===== config.mk =====
export PLATFORM = sky130hd
export DESIGN_NAME = oam_dma_bus_ctrl
export DESIGN_NICKNAME = d
export VERILOG_FILES = /design/src/rtl/oam_dma_bus_ctrl.sv
export SDC_FILE = /design/constraint.sdc
export NUM_CORES = 1
export LEC_CHECK = 0
export ABC_AREA = 1
export ABC_CLOCK_PERIOD_IN_PS = 2200
export CAP_MARGIN = 25
export CORE_ASPECT_RATIO = 1.75
export CORE_MARGIN = 8
export CORE_UTILIZATION = 44
export DETAILED_ROUTE_END_ITERATION = 10
export GPL_TIMING_DRIVEN = 0
export PLACE_DENSITY = 0.95
export SLEW_MARGIN = 30
export SYNTH_ARGS = -nofsm -noshare
export SYNTH_HDL_FRONTEND = slang
export SYNTH_SLANG_ARGS = --single-unit

===== constraint.sdc =====
create_clock -name clk -period 2.2 [get_ports clk]
set_input_delay 0.22 -clock clk [delete_from_list [all_inputs] [get_ports clk]]
set_output_delay 0.22 -clock clk [all_outputs]
set_load 0.05 [all_outputs]

===== src/rtl/oam_dma_bus_ctrl.sv =====
// rtl/oam_dma_bus_ctrl.sv - OAM DMA engine and CPU/DMA system-bus arbiter.
// Define DMA_READBACK_EN to make reads of the DMA register return the last raw value written.
module oam_dma_bus_ctrl #(
  parameter int unsigned XFER_LEN     = 160,
  parameter logic [15:0] DMA_REG_ADDR = 16'hFF46
) (
  input  logic        clk,
  input  logic        rst,
  input  logic        cpu_req,
  input  logic        cpu_we,
  input  logic [15:0] cpu_addr,
  input  logic [7:0]  cpu_wdata,
  output logic [7:0]  cpu_rdata,
  output logic        cpu_blocked,
  output logic [15:0] bus_addr,
  output logic        bus_rd_en,
  output logic        bus_wr_en,
  output logic [7:0]  bus_wdata,
  input  logic [7:0]  bus_rdata,
  output logic        hram_en,
  output logic        hram_we,
  input  logic [7:0]  hram_rdata,
  output logic [7:0]  oam_addr,
  output logic [7:0]  oam_wdata,
  output logic        oam_wr_en,
  output logic        dma_active
);

  localparam logic [1:0] ST_IDLE  = 2'd0;
  localparam logic [1:0] ST_START = 2'd1;
  localparam logic [1:0] ST_XFER  = 2'd2;

  localparam logic [1:0] SRC_BUS  = 2'd0;
  localparam logic [1:0] SRC_HRAM = 2'd1;
  localparam logic [1:0] SRC_REG  = 2'd2;
  localparam logic [1:0] SRC_BLK  = 2'd3;

  localparam logic [7:0] LAST_IDX = 8'(XFER_LEN - 1);

  logic [1:0] state_q, state_d;
  logic [7:0] src_hi_q, src_hi_d;
  logic [7:0] idx_q, idx_d;
  logic [1:0] t_cnt_q, t_cnt_d;
  logic [7:0] byte_q, byte_d;
  logic [1:0] rsel_q, rsel_d;

  logic is_reg, is_hram, reg_wr, in_xfer, cpu_to_bus, dma_rd;

  assign is_reg     = (cpu_addr == DMA_REG_ADDR);
  assign is_hram    = (cpu_addr >= 16'hFF80) && (cpu_addr != 16'hFFFF);
  assign reg_wr     = cpu_req & cpu_we & is_reg;
  assign in_xfer    = (state_q == ST_XFER);
  // Register accesses are handled locally and never reach the external bus.
  assign cpu_to_bus = cpu_req & ~is_hram & ~is_reg & ~in_xfer;
  assign dma_rd     = in_xfer & (t_cnt_q == 2'd0);

  always_comb begin
    state_d  = state_q;
    src_hi_d = src_hi_q;
    idx_d    = idx_q;
    t_cnt_d  = t_cnt_q;
    byte_d   = byte_q;
    case (state_q)
      ST_START: begin
        t_cnt_d = t_cnt_q + 2'd1;
        if (t_cnt_q == 2'd3) state_d = ST_XFER;
      end
      ST_XFER: begin
        t_cnt_d = t_cnt_q + 2'd1;
        if (t_cnt_q == 2'd1) byte_d = bus_rdata;
        if (t_cnt_q == 2'd3) begin
          if (idx_q == LAST_IDX) begin
            state_d = ST_IDLE;
            idx_d   = 8'd0;
          end else begin
            idx_d = idx_q + 8'd1;
          end
        end
      end
      default: ;
    endcase
    // A register write restarts from any state; E0-FF sources alias down to C0-DF.
    if (reg_wr) begin
      src_hi_d = (cpu_wdata >= 8'hE0) ? (cpu_wdata - 8'h20) : cpu_wdata;
      idx_d    = 8'd0;
      t_cnt_d  = 2'd0;
      state_d  = ST_START;
    end
  end

  always_comb begin
    rsel_d = SRC_BLK;
    if (cpu_req && !cpu_we) begin
      if (is_hram)      rsel_d = SRC_HRAM;
      else if (is_reg)  rsel_d = SRC_REG;
      else if (in_xfer) rsel_d = SRC_BLK;
      else              rsel_d = SRC_BUS;
    end
  end

  always_ff @(posedge clk) begin
    if (rst) begin
      state_q  <= ST_IDLE;
      src_hi_q <= 8'd0;
      idx_q    <= 8'd0;
      t_cnt_q  <= 2'd0;
      byte_q   <= 8'd0;
      rsel_q   <= SRC_BLK;
    end else begin
      state_q  <= state_d;
      src_hi_q <= src_hi_d;
      idx_q    <= idx_d;
      t_cnt_q  <= t_cnt_d;
      byte_q   <= byte_d;
      rsel_q   <= rsel_d;
    end
  end

  logic [7:0] reg_rdata;
`ifdef DMA_READBACK_EN
  logic [7:0] raw_q;
  always_ff @(posedge clk) begin
    if (rst)         raw_q <= 8'd0;
    else if (reg_wr) raw_q <= cpu_wdata;
  end
  assign reg_rdata = raw_q;
`else
  assign reg_rdata = 8'hFF;
`endif

  always_comb begin
    case (rsel_q)
      SRC_BUS:  cpu_rdata = bus_rdata;
      SRC_HRAM: cpu_rdata = hram_rdata;
      SRC_REG:  cpu_rdata = reg_rdata;
      default:  cpu_rdata = 8'hFF;
    endcase
  end

  assign bus_addr    = dma_rd ? {src_hi_q, idx_q} : (cpu_to_bus ? cpu_addr : 16'h0000);
  assign bus_rd_en   = dma_rd | (cpu_to_bus & ~cpu_we);
  assign bus_wr_en   = cpu_to_bus & cpu_we;
  assign bus_wdata   = bus_wr_en ? cpu_wdata : 8'h00;
  assign cpu_blocked = cpu_req & in_xfer & ~is_hram & ~is_reg;
  assign hram_en     = cpu_req & is_hram;
  assign hram_we     = cpu_req & cpu_we & is_hram;
  assign oam_wr_en   = in_xfer & (t_cnt_q == 2'd3);
  assign oam_addr    = idx_q;
  assign oam_wdata   = byte_q;
  assign dma_active  = in_xfer;

endmodule


Yosys cells after proc, flatten, opt, wreduce, memory -nomap -nowiden
Cells that the tools add are included. Widths: inputs -> output; s select.

Add/subtract/negate cells: 3. $lt $le $gt $ge: 2. Equal/unequal tests: 14. Muxes and demuxes: 14. Bitwise gates (word level): 20. Reduce and logical (&&, ||, !) cells: 15.

Operators by type and width (count): $mux 16 (2); $mux 8 (3); $eq 16x16->1 const B (1); $ge 16x16->1 const B (1); $ne 16x16->1 const B (1); $pmux 8 s2 (1); $and 1x1->1 (14); $mux 2 (6); $add 8x1->8 const B (1); $eq 8x8->1 const B (1); $ge 8x8->1 const B (1); $reduce_and 4->1 (2); $sub 8x6->8 const B (1); $eq 2x1->1 const B (3); $ne 3x2->1 const B (2); $reduce_or 2->1 (3); $not 1->1 (5); $eq 2x2->1 const B (2); $logic_not 2->1 (2); $ne 2x1->1 const B (2); $pmux 2 s2 (1); $reduce_and 2->1 (2); $ne 3x3->1 const B (1); $reduce_bool 3->1 (1); 8 further kinds (9).

Register bits after elaboration: 30. Input port bits: 44. Word-level logic and storage cells: 76.

Depth between registers and ports, before layout
Depth in word-level cells: 8. Mapped depth: 10. Mapped depth without buffers: 10.

Worst setup path after synthesis
OpenSTA, ideal clock, no wires.

Path type: register -> output. Start point: reg state_q[0]. End point: out cpu_blocked. Data arrival time: 2.303 ns. Path slack: -0.323 ns. Cell stages (with the launch flop): 5. Path buffers: 0. Path through: dfxtp_1 > inv_1 > ha_1 > o21ai_0 > nor3_1.

Longest elaborated chain between the ends: 4.

Ends and longest elaborated chain: start: declaration (line 40) `logic [1:0] state_q, state_d;`; start signal: assignment (line 110) `state_q <= state_d;`; $eq 2x2->1 (line 52) `assign in_xfer = (state_q == ST_XFER);`; named net dma_active (line 26) `output logic dma_active`; $and 1x1->1 (3 in a row) (line 144) `assign cpu_blocked = cpu_req & in_xfer & ~is_hram & ~is_reg;`; end: declaration (line 14) `output logic cpu_blocked,`.

The timed path passes the listed nets, and every way through them passes these cells.

Worst setup path in the final report
Start point: in cpu_addr[12]. End point: out bus_addr[8].

Longest elaborated chain between the ends: 8.

Ends and longest elaborated chain: start: declaration (line 11) `input logic [15:0] cpu_addr,`; $ge 16x16->1 or $ne 16x16->1 (tied branches) (line 50) `assign is_hram = (cpu_addr >= 16'hFF80) && (cpu_addr != 16'hFFFF);`; $logic_and 1x1->1 (line 50); $not 1->1 (line 54) `assign cpu_to_bus = cpu_req & ~is_hram & ~is_reg & ~in_xfer;`; $and 1x1->1 (line 54); $and 1x1->1 * (2 in a row) (line 54); $mux 16 * (2 in a row) (line 140) `assign bus_addr = dma_rd ? {src_hi_q, idx_q} : (cpu_to_bus ? cpu_addr : 16'h0000);`; end: declaration (line 15) `output logic [15:0] bus_addr,`.

Every way passes the cells marked *; elsewhere a longest branch is shown, timed or not.

==> flow_metrics.env <==
export IMPL_run_status="completed"
export IMPL_routabilityCongestion=0.858
export IMPL_dieArea_um2=6970
export IMPL_ys_warn_count=0
export IMPL_path_class="input pin to output port"
export IMPL_r2r_end="oam_addr[7]"
export IMPL_port_buffers=97
export IMPL_ir_worst_vdd_v=0.000492
export IMPL_async_flop_share=0
export IMPL_clockBufferDepth=2
export IMPL_grt_pass1_vias=2322
export IMPL_arrival_ns=1.92
export IMPL_grt_pass1_wl_um=10600
export IMPL_grt_usage=0.194
export IMPL_routed_wl_um=7080
export IMPL_gr_total_overflow=0
export IMPL_path_delay_family="buffers and inverters"
export IMPL_die_x_um=66.6
export IMPL_startpoint_type="input pin"
export IMPL_num_vias=2355
export IMPL_h_tree_depth=2
export IMPL_antenna_cells=0
export IMPL_period_needed_ns=2.14
export IMPL_synth_seq_cells=30
export IMPL_seq_area_frac_synth=0.304
export IMPL_slowest_stage="clkdlybuf4s50_1"
export IMPL_synthSimpleGateAreaFrac=0.466
export IMPL_synth_edf_count=0
export IMPL_yosys_area_share_adder=0.0444
export IMPL_drt_iter0_markers=107
export IMPL_drive_gt1_frac=0.208
export IMPL_grt_max_degree=11
export IMPL_place_ws_ns=-0.608
export IMPL_whs_ns=0.214
export IMPL_path_buf_inv=4
export IMPL_numCtsBuffers=5
export IMPL_slew_viol_final=0
export IMPL_antenna_found_initial=0
export IMPL_synth_top_family_by_area="simple AND/OR/NAND/NOR gates"
export IMPL_drt_pass1_iterations=4
export IMPL_drtAntennaViolNets=0
export IMPL_finalSetupViolations=0
export IMPL_power_density_nw_per_um2=441
export IMPL_fillers=348
export IMPL_p_leak_uw=0.00141
export IMPL_synth_compound_area_share=0.0748
export IMPL_clk_pin_slew_ns=0.07
export IMPL_ctsHoldBuffers=0
export IMPL_fin_ws_ns=0.0595
export IMPL_worst_skew_pair_late_latency_ns=0.28
export IMPL_netlist_instances=295
export IMPL_synth_xor_area_frac=0.0177
export IMPL_ff2ff_path_depth=10
export IMPL_whs_path_depth=2
export IMPL_coreArea_um2=4360
export IMPL_synth_flop_cell="dfxtp_1"
export IMPL_critPathMaxStageDelay_ns=0.49
export IMPL_setup_tns_ns=0
export IMPL_die_h_um=105
export IMPL_min_to="src_hi_q[0]"
export IMPL_max_slew_margin=0.611
export IMPL_synth_cell_type_count=28
export IMPL_via_per_inst=5.19
export IMPL_nets=453
export IMPL_fp_row_count=32
export IMPL_skew_ns=0.00199
export IMPL_avgSynthCellArea_um2=6.69
export IMPL_r2r_start="state_q[0]"
export IMPL_syn_nets=346
export IMPL_drc_errors=0
export IMPL_syn_area_um2=1970
export IMPL_area_delta_synth_final_pct=54.2
export IMPL_min_delay_start="rst"
export IMPL_reg2reg_slack_ns=0.62
export IMPL_worst_pin_slew_ns=0.581
export IMPL_max_freq_mhz=467
export IMPL_yosys_mux_area_fraction=0
export IMPL_hold_viol=0
export IMPL_maxCapViolCount=0
export IMPL_cts_tree="built"
export IMPL_avgRoutedWirePerCell_um=15.6
export IMPL_power_uw=1340
export IMPL_min_path_type="input pin to flip-flop"
export IMPL_cp_cell_sequence="clkdlybuf4s50_1 > nand2_1 > nor2_2 > nand2_4 > nor2_4 > nor2_4 > buf_4 > buf_6 > nand3_1 > nand2_1 > buf_4"
export IMPL_cts_root_buf="clkbuf_8"
export IMPL_io_pins=99
export IMPL_period_share=0.973
export IMPL_setup_worst_path_end_class="output port"
export IMPL_crit_fanout=10
export IMPL_critPathRequiredTime_ns=1.98
export IMPL_start_util=0.452
export IMPL_numClockSinks=30
export IMPL_hpwl_um=5580
layout by cell type (no fill, tap or decap), drive strengths merged, types with 7 or more instances in the layout:
master,synthesis,layout
inv,31,31
nand2,71,71
dfxtp,30,30
a21oi,12,12
buf,5,25
o21ai,13,13
nand3,36,36
nor3,22,22
clkbuf,5,26
nor2,53,54
ha,7,7
clkdlybuf4s50,0,58
flip-flops by register name, indices dropped and copies added, names as in the netlist:
name       cells
src_hi_q       8
rsel_q         2
t_cnt_q        2
oam_addr       8
state_q        2
oam_wdata      8
what timing repair did:
action                     4_1_cts  5_1_grt
setup endpoints to repair       38       37
cloned                           0        1
gates resized for setup        144       50
setup buffers                    0        2
pin swaps                        0        4
power breakdown:
group / internal [uW] / total, uW / leakage (uW) / switching (uW)
clock network: 251 / 470 / 0.0000472 / 218
registers: 544 / 545 / 0.000242 / 0.368
logic: 126 / 328 / 0.00112 / 202
logic make-up (layout without fill, tap and decap cells):
family,after synthesis,count (layout)
buf+inv,42,149
simple gates,186,187
compound gates,26,26
fa+ha+maj,7,7
flops,30,30
xor+xnor,4,4
cell usage after synthesis (3+ instances only):
library cell   n  share of area
o21ai_2        3          0.013
nand2_1       67           0.13
inv_1         31          0.059
clkbuf_1       5         0.0095
nand3_1       27          0.068
nor2_2         3         0.0095
nand3_2        9          0.046
buf_6          3          0.017
dfxtp_1       30           0.30
nor3_1        21          0.053
ha_1           7          0.044
a21oi_1       11          0.028
nor2_1        45          0.086
nor2_4         4          0.023
o21ai_0       10          0.025
worst max path at each step:
stage | start | endpoint | cells past startpoint
after floorplan | state_q[0] | bus_wdata[0] | 5
after global placement | cpu_addr[3] | bus_wdata[3] | 10
after detailed placement | cpu_addr[6] | bus_wdata[2] | 10
after CTS | cpu_addr[6] | bus_wdata[2] | 10
after global routing | cpu_addr[11] | bus_addr[8] | 11
final | cpu_addr[12] | bus_addr[8] | 11
routing by layer:
metal  global-route usage  up-vias  share of wire
met4                0.137        0          0.062
met5                    0        -              0
li1                     -     1164              -
met3               0.0353       30          0.046
met2                0.364       87           0.56
met1                0.170     1074           0.33
metrics by stage:
| stage | utilization | cells | area [um2] |
|---|---|---|---|
| detailed placement | 0.691 | 443 | 3010 |
| finish | 0.698 | 454 | 3050 |
| floorplan | - | 295 | 1980 |
| CTS | 0.696 | 451 | 3040 |
| global route | 0.698 | 454 | 3050 |
| global placement | 0.691 | 443 | 3010 |
area by class of cell:
class | instances | area [um2] | area share
Clock inverter | 2 | 12.5 | 0.00411
Inverter | 32 | 121 | 0.0399
Buffer | 10 | 65.1 | 0.0214
Sequential cell | 30 | 601 | 0.197
Tap cell | 51 | 63.8 | 0.0210
Clock buffer | 6 | 82.6 | 0.0271
Timing Repair Buffer | 99 | 873 | 0.287
Multi-Input combinational cell | 224 | 1230 | 0.403
No activity file was read; power rests on OpenSTA's default activity.
